`config.mk`:
```
export PLATFORM = sky130hd
export DESIGN_NAME = pc_pipe
export DESIGN_NICKNAME = d
export VERILOG_FILES = /design/src/rtl/pc_pipe_pkg.sv /design/src/rtl/pc_pipe_stage_reg.sv /design/src/rtl/pc_pipe.sv
export SDC_FILE = /design/constraint.sdc
export NUM_CORES = 1
export LEC_CHECK = 0
export ABC_CLOCK_PERIOD_IN_PS = 1900
export BUFFER_PORTS_ARGS = -buffer_cell sky130_fd_sc_hd__buf_2
export CAP_MARGIN = 20
export CORE_MARGIN = 2
export CORE_UTILIZATION = 40
export CTS_BUF_LIST = sky130_fd_sc_hd__clkbuf_16
export DETAILED_ROUTE_END_ITERATION = 8
export GPL_TIMING_DRIVEN = 0
export PLACE_DENSITY = 0.69
export SYNTH_ARGS = -nofsm -noshare
export SYNTH_HDL_FRONTEND = slang
export SYNTH_SLANG_ARGS = --single-unit
```
`constraint.sdc`:
```
create_clock -name clk -period 1.9 [get_ports clk]
set_input_delay 0.19 -clock clk [delete_from_list [all_inputs] [get_ports clk]]
set_output_delay 0.19 -clock clk [all_outputs]
set_load 0.005 [all_outputs]
```
`src/rtl/pc_pipe_pkg.sv`:
```
// Shared address/instruction width defines plus the stage-control type and decode
// used by the PC pipeline and its per-stage register.
`ifndef PC_PIPE_SHARED_DEFINES
`define PC_PIPE_SHARED_DEFINES
`define ADDRESS_LEN 32
`define INSTRUCTION_LEN 32
`endif

package pc_pipe_pkg;

  typedef enum logic [1:0] {
    STG_LOAD   = 2'd0,
    STG_HOLD   = 2'd1,
    STG_BUBBLE = 2'd2
  } stg_ctrl_e;

  // A taken branch wins over freeze; freeze holds reg 0 and bubbles only reg 1.
  function automatic stg_ctrl_e stage_ctrl(input int k, input int flush_depth,
                                           input logic branch, input logic freeze);
    stg_ctrl_e ctrl;
    ctrl = STG_LOAD;
    if (branch) begin
      if (k < flush_depth) ctrl = STG_BUBBLE;
    end else if (freeze) begin
      if (k == 0) ctrl = STG_HOLD;
      else if (k == 1) ctrl = STG_BUBBLE;
    end
    return ctrl;
  endfunction

endpackage

```
`src/rtl/pc_pipe_stage_reg.sv`:
```
// One inter-stage register carrying {valid, PC, instruction} with load/hold/bubble control.
module pipe_stage_reg
  import pc_pipe_pkg::*;
#(
  parameter int ADDR_W  = `ADDRESS_LEN,
  parameter int INSTR_W = `INSTRUCTION_LEN
) (
  input  logic               clk,
  input  logic               rst,
  input  stg_ctrl_e          ctrl,
  input  logic               d_valid,
  input  logic [ADDR_W-1:0]  d_pc,
  input  logic [INSTR_W-1:0] d_instr,
  output logic               q_valid,
  output logic [ADDR_W-1:0]  q_pc,
  output logic [INSTR_W-1:0] q_instr
);

  logic               valid_q, valid_d;
  logic [ADDR_W-1:0]  pc_q, pc_d;
  logic [INSTR_W-1:0] instr_q, instr_d;

  always_comb begin
    valid_d = valid_q;
    pc_d    = pc_q;
    instr_d = instr_q;
    case (ctrl)
      STG_LOAD: begin
        valid_d = d_valid;
        pc_d    = d_pc;
        instr_d = d_instr;
      end
      STG_BUBBLE: begin
        valid_d = 1'b0;
        pc_d    = '0;
        instr_d = '0;
      end
      default: ;
    endcase
  end

  always_ff @(posedge clk) begin
    if (rst) begin
      valid_q <= 1'b0;
      pc_q    <= '0;
      instr_q <= '0;
    end else begin
      valid_q <= valid_d;
      pc_q    <= pc_d;
      instr_q <= instr_d;
    end
  end

  assign q_valid = valid_q;
  assign q_pc    = pc_q;
  assign q_instr = instr_q;

endmodule

```
`src/rtl/pc_pipe.sv`:
```
// Fetch PC generator feeding a DEPTH-1 register pipeline with freeze/flush handling
// and retire/flush event counters.
module pc_pipe
  import pc_pipe_pkg::*;
#(
  parameter int ADDR_W      = `ADDRESS_LEN,
  parameter int INSTR_W     = `INSTRUCTION_LEN,
  parameter int DEPTH       = 5,
  parameter int FLUSH_DEPTH = 2,
  parameter int PC_STEP     = 4
) (
  input  logic                           clk,
  input  logic                           rst,
  input  logic                           freeze,
  input  logic                           Branch_taken,
  input  logic [ADDR_W-1:0]              BranchAddr,
  input  logic [INSTR_W-1:0]             Instruction,
  output logic [ADDR_W-1:0]              PC_fetch,
  output logic [DEPTH-2:0]               stage_valid,
  output logic [(DEPTH-1)*ADDR_W-1:0]    stage_PC,
  output logic [(DEPTH-1)*INSTR_W-1:0]   stage_Instruction,
  output logic [31:0]                    retire_cnt,
  output logic [15:0]                    flush_cnt
);

  localparam int NREG = DEPTH - 1;

  logic [ADDR_W-1:0] pc_fetch_q, pc_fetch_d;
  logic [ADDR_W-1:0] pc_seq;
  logic [31:0]       retire_cnt_q, retire_cnt_d;
  logic [15:0]       flush_cnt_q, flush_cnt_d;

  assign pc_seq = pc_fetch_q + ADDR_W'(PC_STEP);

  always_comb begin
    pc_fetch_d   = pc_seq;
    retire_cnt_d = retire_cnt_q + {31'b0, stage_valid[NREG-1]};
    flush_cnt_d  = flush_cnt_q;
    if (Branch_taken) begin
      pc_fetch_d = BranchAddr;
      if (flush_cnt_q != 16'hFFFF) flush_cnt_d = flush_cnt_q + 16'd1;
    end else if (freeze) begin
      pc_fetch_d = pc_fetch_q;
    end
  end

  always_ff @(posedge clk) begin
    if (rst) begin
      pc_fetch_q   <= '0;
      retire_cnt_q <= '0;
      flush_cnt_q  <= '0;
    end else begin
      pc_fetch_q   <= pc_fetch_d;
      retire_cnt_q <= retire_cnt_d;
      flush_cnt_q  <= flush_cnt_d;
    end
  end

  for (genvar k = 0; k < NREG; k++) begin : g_stage
    stg_ctrl_e          ctrl;
    logic               in_valid;
    logic [ADDR_W-1:0]  in_pc;
    logic [INSTR_W-1:0] in_instr;

    assign ctrl = stage_ctrl(k, FLUSH_DEPTH, Branch_taken, freeze);

    // Reg 0 carries the sequential successor PC alongside the fetched word.
    if (k == 0) begin : g_head
      assign in_valid = 1'b1;
      assign in_pc    = pc_seq;
      assign in_instr = Instruction;
    end else begin : g_body
      assign in_valid = stage_valid[k-1];
      assign in_pc    = stage_PC[(k-1)*ADDR_W +: ADDR_W];
      assign in_instr = stage_Instruction[(k-1)*INSTR_W +: INSTR_W];
    end

    pipe_stage_reg #(
      .ADDR_W  (ADDR_W),
      .INSTR_W (INSTR_W)
    ) u_reg (
      .clk     (clk),
      .rst     (rst),
      .ctrl    (ctrl),
      .d_valid (in_valid),
      .d_pc    (in_pc),
      .d_instr (in_instr),
      .q_valid (stage_valid[k]),
      .q_pc    (stage_PC[k*ADDR_W +: ADDR_W]),
      .q_instr (stage_Instruction[k*INSTR_W +: INSTR_W])
    );
  end

  assign PC_fetch   = pc_fetch_q;
  assign retire_cnt = retire_cnt_q;
  assign flush_cnt  = flush_cnt_q;

endmodule

```
; ---- Word level (Yosys, flattened, before mapping)
; Cells that the tools add are included.
[totals]
reg_bits = 340
latchBits = 0
ramBits = 0
mem_bits_ro = 0
in_bits = 68
output_inout_bits = 340
elab_cells = 39
n_memories = 0
[op_classes]
add_sub_neg = 3
multipliers = 0
div_mod_pow = 0
n_lt_le_gt_ge = 0
eq_ne = 4
n_shift = 0
mux = 12
bitwise = 0
reduce_logical = 5
[ops]
columns = op, count
row1 = 32-bit case mux with 2 select lines, 4
row2 = 32-bit 2-to-1 mux, 2
row3 = 32-bit by 1-bit adder with 32-bit output, 1
row4 = 32-bit by 3-bit adder with 32-bit output (second input constant), 1
row5 = 16-bit by 1-bit adder with 16-bit output (second input constant), 1
row6 = 16-bit != test (second input constant), 1
row7 = 2-bit 2-to-1 mux, 3
row8 = 2-bit equality test (second input constant), 2
row9 = 2-bit zero test, 2
row10 = 1-bit case mux with 2 select lines, 2
row11 = 2-bit nonzero test, 2
row12 = 2-bit by 1-bit != test with 1-bit output (second input constant), 1
row13 = 2-bit AND reduction, 1
row14 = 1-bit 2-to-1 mux, 1

; ---- Longest topological paths before layout
; Gate-level depths: netlist of the first run.
[logic_depth]
word_depth = 4
depth_mapped = 7
mapped_depth_nobuf = 7

; ---- By module
; Synthesis of the first run repeated with hierarchy kept, for this count alone.
[hier_totals]
hier_cells = 1744
area_unflattened_um2 = 16226.8
[by_module_without_submodules]
columns = mod, n_inst, cells_each, area_each_um2, seq_area_each_um2
row1 = pipe_stage_reg, 4, 289, 2892.8, 1301.2
row2 = pc_pipe, 1, 588, 4655.7, 1601.5

; ---- Worst setup path before layout of the first run
; OpenSTA, ideal clock, no wires.
[synth_path]
path_type = reg-to-reg
startpoint = register pc_fetch_q[2] (netlist: PC_fetch[2])
endpoint = register pc_fetch_q[22] (netlist: PC_fetch[22])
arrival_time_ns = 1.779
required_time_ns = 1.821
slack_ns = 0.042
path_stages_with_launch = 8
n_path_buf = 1
synth_period_minus_slack_ns = 1.858
cell_sequence = dfxtp_1 > ha_1 > nand3_1 > or3_1 > buf_6 > nor4_4 > xnor2_1 > a211oi_2
[synth_via]
elab_chain_cells = 3
[synth_lines]
columns = element, line
row1 = start: declaration, pc_pipe.sv:28  ; logic [ADDR_W-1:0] pc_fetch_q, pc_fetch_d;
row2 = start signal: assignment, pc_pipe.sv:53  ; pc_fetch_q <= pc_fetch_d;
row3 = 32-bit by 3-bit adder with 32-bit output, pc_pipe.sv:33  ; assign pc_seq = pc_fetch_q + ADDR_W'(PC_STEP);
row4 = 32-bit 2-to-1 mux, pc_pipe.sv:42  ; end else if (freeze) begin
row5 = 32-bit 2-to-1 mux, pc_pipe.sv:39  ; if (Branch_taken) begin
; Every way passes these cells. The select of a mux whose other input is x is not followed.
; A chain may end at the register's enable or synchronous reset.

; ---- Worst setup path in the final report of the first run
[layout_path]
startpoint = register pc_fetch_q[19] (netlist: PC_fetch[19])
endpoint = register pc_fetch_q[31] (netlist: PC_fetch[31])
; The elaborated chain is that of the path after synthesis.

==> results of run 1 <==
[what timing repair did]
action                                 4_1_cts  5_1_grt
setup buffers                               10       14
pin swaps                                    8       14
endpoints found under the hold margin       62        0
hold buffers                                62        0
setup endpoints to repair                   48       58
cloned                                       0        0
gates resized for setup                     32       56
[metal layers]
layer	vias to the layer above	global-route usage [%]
li1	4985	-
met1	4926	30.67
met2	438	38.98
met3	86	6.035
met4	2	8.540
met5	-	0
[power by group through the flow]
stage	sequential [mW]	clock [mW]	combinational, mW
5_1_grt	7.37	7.36	1.01
6_report	7.36	6.93	0.935
3_3_place_gp	7.50	0	0.791
2_1_floorplan	7.49	0	0.400
3_5_place_dp	7.50	0	0.797
4_1_cts	7.36	7.05	0.912
[cells in the final DEF (no fill, tap or decap), types with 7 or more instances in the layout]
master           n
buf_6            7
clkinv_2         7
o211ai_1         8
mux2i_1         42
nor2b_1        136
nor3_1          24
nor2_1         126
nor3_2           7
nand4_1         32
xnor2_1         28
a21oi_1         38
xor2_1          60
buf_2          411
dfxtp_1        321
clkbuf_16       37
inv_1           34
a21boi_0        11
a211oi_1        19
and3_1          17
buf_4           26
nand2_1         43
dlygate4sd3_1   62
dfxtp_2         15
buf_1           10
clkbuf_1        44
and2_1          50
nand3_1         33
[per-stage QoR]
stage | utilization (%) | hold slack [ns]
6_report | 56.88 | 0.01522
5_1_grt | 56.88 | 0.02369
4_1_cts | 55.83 | 0.006398
3_5_place_dp | 49.04 | 0.4264
3_3_place_gp | 49.04 | 0.4188
2_1_floorplan | - | 0.3327
[state kept, by name, indices dropped and copies added (netlist names)]
name / cells
g_stage.u_reg.q_valid: 4
g_stage.u_reg.q_pc: 128
g_stage.u_reg.q_instr: 128
retire_cnt: 32
PC_fetch: 32
flush_cnt: 16
[final cells by class]
class	count	area share [%]
tap	390	2.910
buffer	74	2.126
antenna	1	0.01492
sequential	340	40.79
inverter	25	0.5596
multi-input combinational	748	29.60
clock inverter	29	1.470
timing repair buffer	492	17.01
clock buffer	37	5.521
[cells by family (layout without fill, tap and decap cells)]
family          after synthesis  count (layout)
other cells                   0               1
mux                          43              43
compound gates               99              99
fa+ha+maj                     5               5
flops                       340             340
buf+inv                     103             657
simple gates                512             512
xor+xnor                     89              89
[worst paths after layout]
check | from | endpoint | slack (ns) | cells past startpoint
worst max register to register | PC_fetch[19] | PC_fetch[31] | 0.01 | 6
worst min-delay path | BranchAddr[23] | PC_fetch[23] | 0.02 | 4
worst max-delay path | PC_fetch[19] | PC_fetch[31] | 0.01 | 6
worst min register to register | g_stage[0].u_reg.q_pc[31] | g_stage[1].u_reg.q_pc[31] | 0.45 | 2
[worst max-delay path, cell delays in order, from the launching register on]
cell      delay (ns)
dfxtp_1         0.36
clkbuf_4        0.20
nand4_1         0.23
nor4_2          0.38
nand4_1         0.22
xor2_1          0.19
a211oi_1        0.21
==> summary.md, run 1 <==
| Metric | Value |
|---|---|
| Starting density of the core | about 40% |
| Period minus WS final | 1.889 ns |
| RSZ-0062 raised after global routing | true |
| Initial DRC count | 506 |
| Top post-synthesis cells by count | 340 x dfxtp_1, 136 x nor2b_1, 128 x nor2_1 |
| Routed wl met2 | 18,540 um |
| Row cnt | 63 |
| Max Slew Vio Count | 0 |
| Fmax | 529.5 MHz |
| Power Total | between 15 and 20 mW |
| Mapped Cells | between 1,000 and 1,500 |
| WP data required | 2.33 ns |
| Worst skew pair latency | 0.52 ns |
| Pre-antenna DRT Iters | 5 |
| Post-synthesis xor/xnor area fraction | 6.530% |
| Post-synthesis mux area share | 3.616% |
| Critical path launch point type | register |
| Remaining DRCs | 0 |
| Initial antenna violation count | 2 |
| Wl on met1 | 16,660 um |
| Status | complete, no violations |
| Fin Setup TNS | 0 ns |
| Fin Clk Skew | 0.01449 ns |
| Most frequent cell after synthesis | dfxtp_1 |
| Gr usage total | 23.90% |
| Final #Nets | between 1,500 and 2,000 |
| Clock buffer depth | 3 |
| Peak VDD IR | between 0.4 and 0.5 mV |
| Ports | just over 400 |
| Comb power frac | 6.1% |
| Adder-cell share of the synthesized area | 0.5241% |
| Core area | 29,480 um2 |
| Setup ws final | ~0.011 ns |
| Worst-path clk slew | 0.07 ns |
| Leak pwr | 7.800 nW |
| Largest net degree at the start of global routing | 15 |
| Top cells by area, synth | dfxtp_1 57%, nor2b_1 7.1%, xor2_1 4.5% |
| First-pass GRT wire length | between 50,000 and 60,000 um |
| Die X | between 150 and 200 um |
| Met3 Routed Length | 2989 um |
| CTS H-Tree Depth | 2 |
| Clk Tree Root Cell | clkbuf_16 |
| Fill cells | about 2,600 |
| Post-synthesis sequential area ratio | a little under three fifths |
| CTS tree | built |
| Dpl hpwl | 29,650 um |
| Port bufs | ~400 |
| Post-synthesis compound-gate area fraction | 5.387% |
| Vias | 10,437 |
| Main combinational cell family by area after synthesis | simple AND/OR/NAND/NOR gates |
| Crit Path Class | register to register |
| Die Area | 31,240 um2 |
| P per Cell Area | 908.1 nW/um2 |
| Vias in the first global route | 9,729 |
| Max-cap violations | 0 |
| Die Y | 176.8 um |
| Dpl cells | around 2,000 |
| Synth warn | 0 |
| Crit share post-route | a little under 100% |
| Fin area | 16,770 um2 |
| CP endpoint kind | register |
| Clock Power Share | 45.5% |
| Net Sw Frac | 22.88% |
| Worst rel slew slack | 38.53% |
| Place WS | -0.5140 ns |
| Register area | 6840 um2 |
| Synth Area in Simple Gates | 23.34% |
| Vias/cell | 4.886 |
| Final hold viol count | 0 |
| Endpoints failing setup | 0 |
| Final WL | 39,520 um |
| Cell internal pwr | 11.74 mW |
| Fin cells | 2,136 |
| Sink Count | 340 |
| Wire per inst | 18.50 um |
| Hold Crit Class | input port to register |
| Placer Congestion | between 0.8 and 0.9 |
| Synth cell types | 52 |
| Max layer used | met5 |
| Area Overhead vs Synth | 40.48% |
| Grt ovf | 0 |
| Critical path arrival | between 2 and 2.5 ns |
| Critical-path maximum fanout | 6 |
| Fraction of layout instances using a drive strength above 1 | 32.38% |
| Mean Syn Cell Area | roughly 10 um2 |
| Yosys top cell area share | 57.02% |
| Remaining antenna violation count | 0 |
| Seq cells post-synth | 340 |
| Post-synth EDFFs | 0 |
| Post-Syn Area | 11,940 um2 |
| Synth area leader | dfxtp_1 |
| Worst slew pin tran | between 0.9 and 1 ns |
| Synth Flop Type | dfxtp_1 |
| Asr flop ratio synth | 0% |
| Seq pwr share | about half |
| Multi-input logic area | 4964 um2 |
| DP Area | around 14,000 um2 |
| Switching pwr | 3.484 mW |
| Num CTS Buffers | 36 |
| Syn Nets | 1,264 |
(Power assumes the default switching activity.)
==> run 2: changes to the inputs <==
--- a/config.mk
+++ b/config.mk
@@ -5,7 +5,7 @@
 export SDC_FILE = /design/constraint.sdc
 export NUM_CORES = 1
 export LEC_CHECK = 0
-export ABC_CLOCK_PERIOD_IN_PS = 1900
+export ABC_CLOCK_PERIOD_IN_PS = 1600
 export BUFFER_PORTS_ARGS = -buffer_cell sky130_fd_sc_hd__buf_2
 export CAP_MARGIN = 20
 export CORE_MARGIN = 2
==> constraint.sdc (replaced) <==
create_clock -name clk -period 1.6 [get_ports clk]
set_input_delay 0.16 -clock clk [delete_from_list [all_inputs] [get_ports clk]]
set_output_delay 0.16 -clock clk [all_outputs]
set_load 0.005 [all_outputs]
==> run 2 against run 1 <==
  * The flow now finishes with violations (negative setup slack)
  * Global-route usage rose by 0.22 points
  * Via count rose by 2.1%
  * Sequential power rose by 19%
  * Non-clock buffer count rose by 59
  * Final cell count rose by 2.8%
  * Sequential share of layout area fell by 2.1 points
  * Highest routed layer is now met4
==> summary.md, run 2 (synthesis results as in run 1) <==
| Metric | Value |
|---|---|
| Gr usage total | 24.11% (+0.22 points) |
| CTS tree | built |
| Sink Count | 340 (unchanged) |
| Comb power frac | 6.8% (+0.7 points) |
| Critical-path maximum fanout | 4 (-2) |
| Die Y | 176.8 um (unchanged) |
| Period minus WS final | 1.800 ns (-0.08851 ns) |
| Dpl hpwl | 29,060 um (-2.0%) |
| Port bufs | 406 (unchanged) |
| Core area | 29,480 um2 (unchanged) |
| Starting density of the core | 40.49% (unchanged) |
| Initial DRC count | 609 (+20%) |
| RSZ-0062 raised after global routing | true |
| Worst-path clk slew | 0.07 ns (about the same) |
| Final hold viol count | 0 (unchanged) |
| CTS H-Tree Depth | 2 (unchanged) |
| Fraction of layout instances using a drive strength above 1 | 40.72% (+8.3 points) |
| Worst slew pin tran | 0.8681 ns (-0.05395 ns) |
| Row cnt | 63 (unchanged) |
| Initial antenna violation count | 2 (unchanged) |
| Crit path max-delay cell type | dfxtp_2 |
| WP data required | 2.02 ns (-0.31 ns) |
| Worst path cell trace | buf_8, nand4_1, buf_6, nor4_4, nand4_1, xor2_1, a211oi_1 |
| Clk Tree Root Cell | clkbuf_16 |
| Critical path arrival | 2.22 ns (-0.10 ns) |
| Final WL | 41,300 um (+4.5%) |
| Crit share post-route | 112.5% (+13 points) |
| Fill cells | 2,445 (-7.6%) |
| Hold Crit Class | input port to register |
| Worst skew pair latency | 0.53 ns (about the same) |
| Max Slew Vio Count | 0 (unchanged) |
| Num CTS Buffers | 36 (unchanged) |
| Critical path launch point type | register |
| Endpoints failing setup | 45 (+45) |
| Most common cell after layout, fill and taps aside | buf_2 |
| Failing checks | negative setup slack |
| P per Cell Area | 995.8 nW/um2 (+9.7%) |
| Delay of the slowest cell on the worst path | 0.35 ns (-0.03 ns) |
| Seq pwr share | 49.0% (+0.7 points) |
| Cell internal pwr | 13.59 mW (+16%) |
| Status | complete, but fails checks |
| Crit Path Class | register to register |
| Clock buffer depth | 3 (unchanged) |
| Clock Power Share | 44.2% (-1.3 points) |
| Fin Clk Skew | 0.02950 ns (+0.01501 ns) |
| Commonest non-fill, non-tap cells in the layout | 411 x buf_2, 290 x dfxtp_1, 136 x nor2b_1 |
| Die X | 176.8 um (unchanged) |
| Most frequent CP cell | nand4_1 |
| Buf/Inv on CP | 2 (+1) |
| Leak pwr | 8.395 nW (+7.6%) |
| Largest net degree at the start of global routing | 15 (unchanged) |
| Power Total | 17.85 mW (+17%) |
| Remaining DRCs | 0 (unchanged) |
| Final core area utilization | 60.81% (+3.9 points) |
| Final #Nets | 1,850 (+3.4%) |
| Switching pwr | 4.260 mW (+22%) |
| Max-cap violations | 0 (unchanged) |
| Grt ovf | 0 (unchanged) |
| Pre-antenna DRT Iters | 5 (unchanged) |
| Die Area | 31,240 um2 (unchanged) |
| Worst rel slew slack | 42.13% (+3.6 points) |
| CP delay by family, top | simple AND/OR/NAND/NOR gates |
| Setup ws final | -0.2000 ns (-0.2115 ns) |
| Wire per inst | 18.81 um (+1.7%) |
| Area Overhead vs Synth | 50.17% |
| Peak VDD IR | 0.6309 mV (+34%) |
| CP endpoint kind | register |
| Vias | 10,659 (+2.1%) |
| Remaining antenna violation count | 0 (unchanged) |
| Vias in the first global route | 9,787 (+0.60%) |
| Placer Congestion | 0.8929 (-0.72%) |
| Ports | 408 (unchanged) |
| Vias/cell | 4.854 (-0.66%) |
| Net Sw Frac | 23.86% (+0.99 points) |
| First-pass GRT wire length | 57,620 um (+0.52%) |
| Fmax | 555.5 MHz (+4.9%) |
## run 2: cell types whose count changed in the layout (fill, tap and decap cells not counted), sizes merged
cell | previous run | this run
buf | 455 | 517
bufinv | 4 | 1
clkbuf | 86 | 84
clkinv | 12 | 18
inv | 37 | 33
or2 | 3 | 4
## run 2: area by class of cell
class / instances / area, um2 / share of cell area [%]
clock inverters: 28 / 158.9 / 0.8864
multi-input cells: 749 / 5547 / 30.94
diodes: 1 / 2.502 / 0.01396
inverters: 25 / 97.59 / 0.5444
plain buffers: 71 / 357.8 / 1.996
flip-flops and latches: 340 / 6932 / 38.67
repair buffers: 554 / 3393 / 18.93
well taps: 390 / 488.0 / 2.722
clock buffers: 38 / 950.9 / 5.304
## run 2: final timing paths
kind                               end  cells past startpoint                 startpoint  slack, ns
max                       PC_fetch[31]                      7               PC_fetch[16]      -0.20
min                       PC_fetch[27]                      3             BranchAddr[27]       0.05
max reg2reg               PC_fetch[31]                      7               PC_fetch[16]      -0.20
min reg2reg  g_stage[2].u_reg.q_pc[29]                      1  g_stage[1].u_reg.q_pc[29]       0.45
## run 2: per-stage QoR
stage / area, um2 / hold WS (ns) / TNS (ns) / instances / worst slack (ns)
floorplan: 12090 / 0.2944 / -0.4591 / 1191 / -0.08683
global placement: 14610 / 0.3890 / -71.54 / 1987 / -0.8469
detailed placement: 14610 / 0.3962 / -73.44 / 1987 / -0.7919
CTS: 17210 / 0.02083 / -2.311 / 2165 / -0.1745
global route: 17930 / 0.06297 / -8.425 / 2196 / -0.2542
finish: 17930 / 0.04947 / -4.708 / 2196 / -0.2000
## run 2: worst register-to-register path, stage by stage, from the launching register on
cell      delay [ns]
dfxtp_2         0.35
buf_8           0.11
nand4_1         0.10
buf_6           0.18
nor4_4          0.31
nand4_1         0.21
xor2_1          0.20
a211oi_1        0.25
## run 2: metal layers
layer / track usage (%) / wire length, um / share of wire [%]
met1: 31.24 / 17140 / 41
met2: 40.28 / 20090 / 49
met3: 4.167 / 2636 / 6.4
met4: 8.953 / 1435 / 3.5
met5: 0 / 0 / 0
## run 2: power by group through the flow
| stage | logic [mW] | registers [mW] | clock network [mW] |
|---|---|---|---|
| after floorplan | 0.488 | 8.90 | 0 |
| after global placement | 0.950 | 8.92 | 0 |
| after detailed placement | 0.957 | 8.92 | 0 |
| after CTS | 1.14 | 8.75 | 7.96 |
| after global routing | 1.30 | 8.76 | 8.32 |
| final | 1.21 | 8.75 | 7.89 |
## run 2: timing repair
action	4_1_cts	5_1_grt
setup buffers	54	32
pin swaps	70	74
cloned	0	1
hold buffers	62	0
hold endpoints to repair	62	0
resized for setup	118	121
setup endpoints to repair	108	102
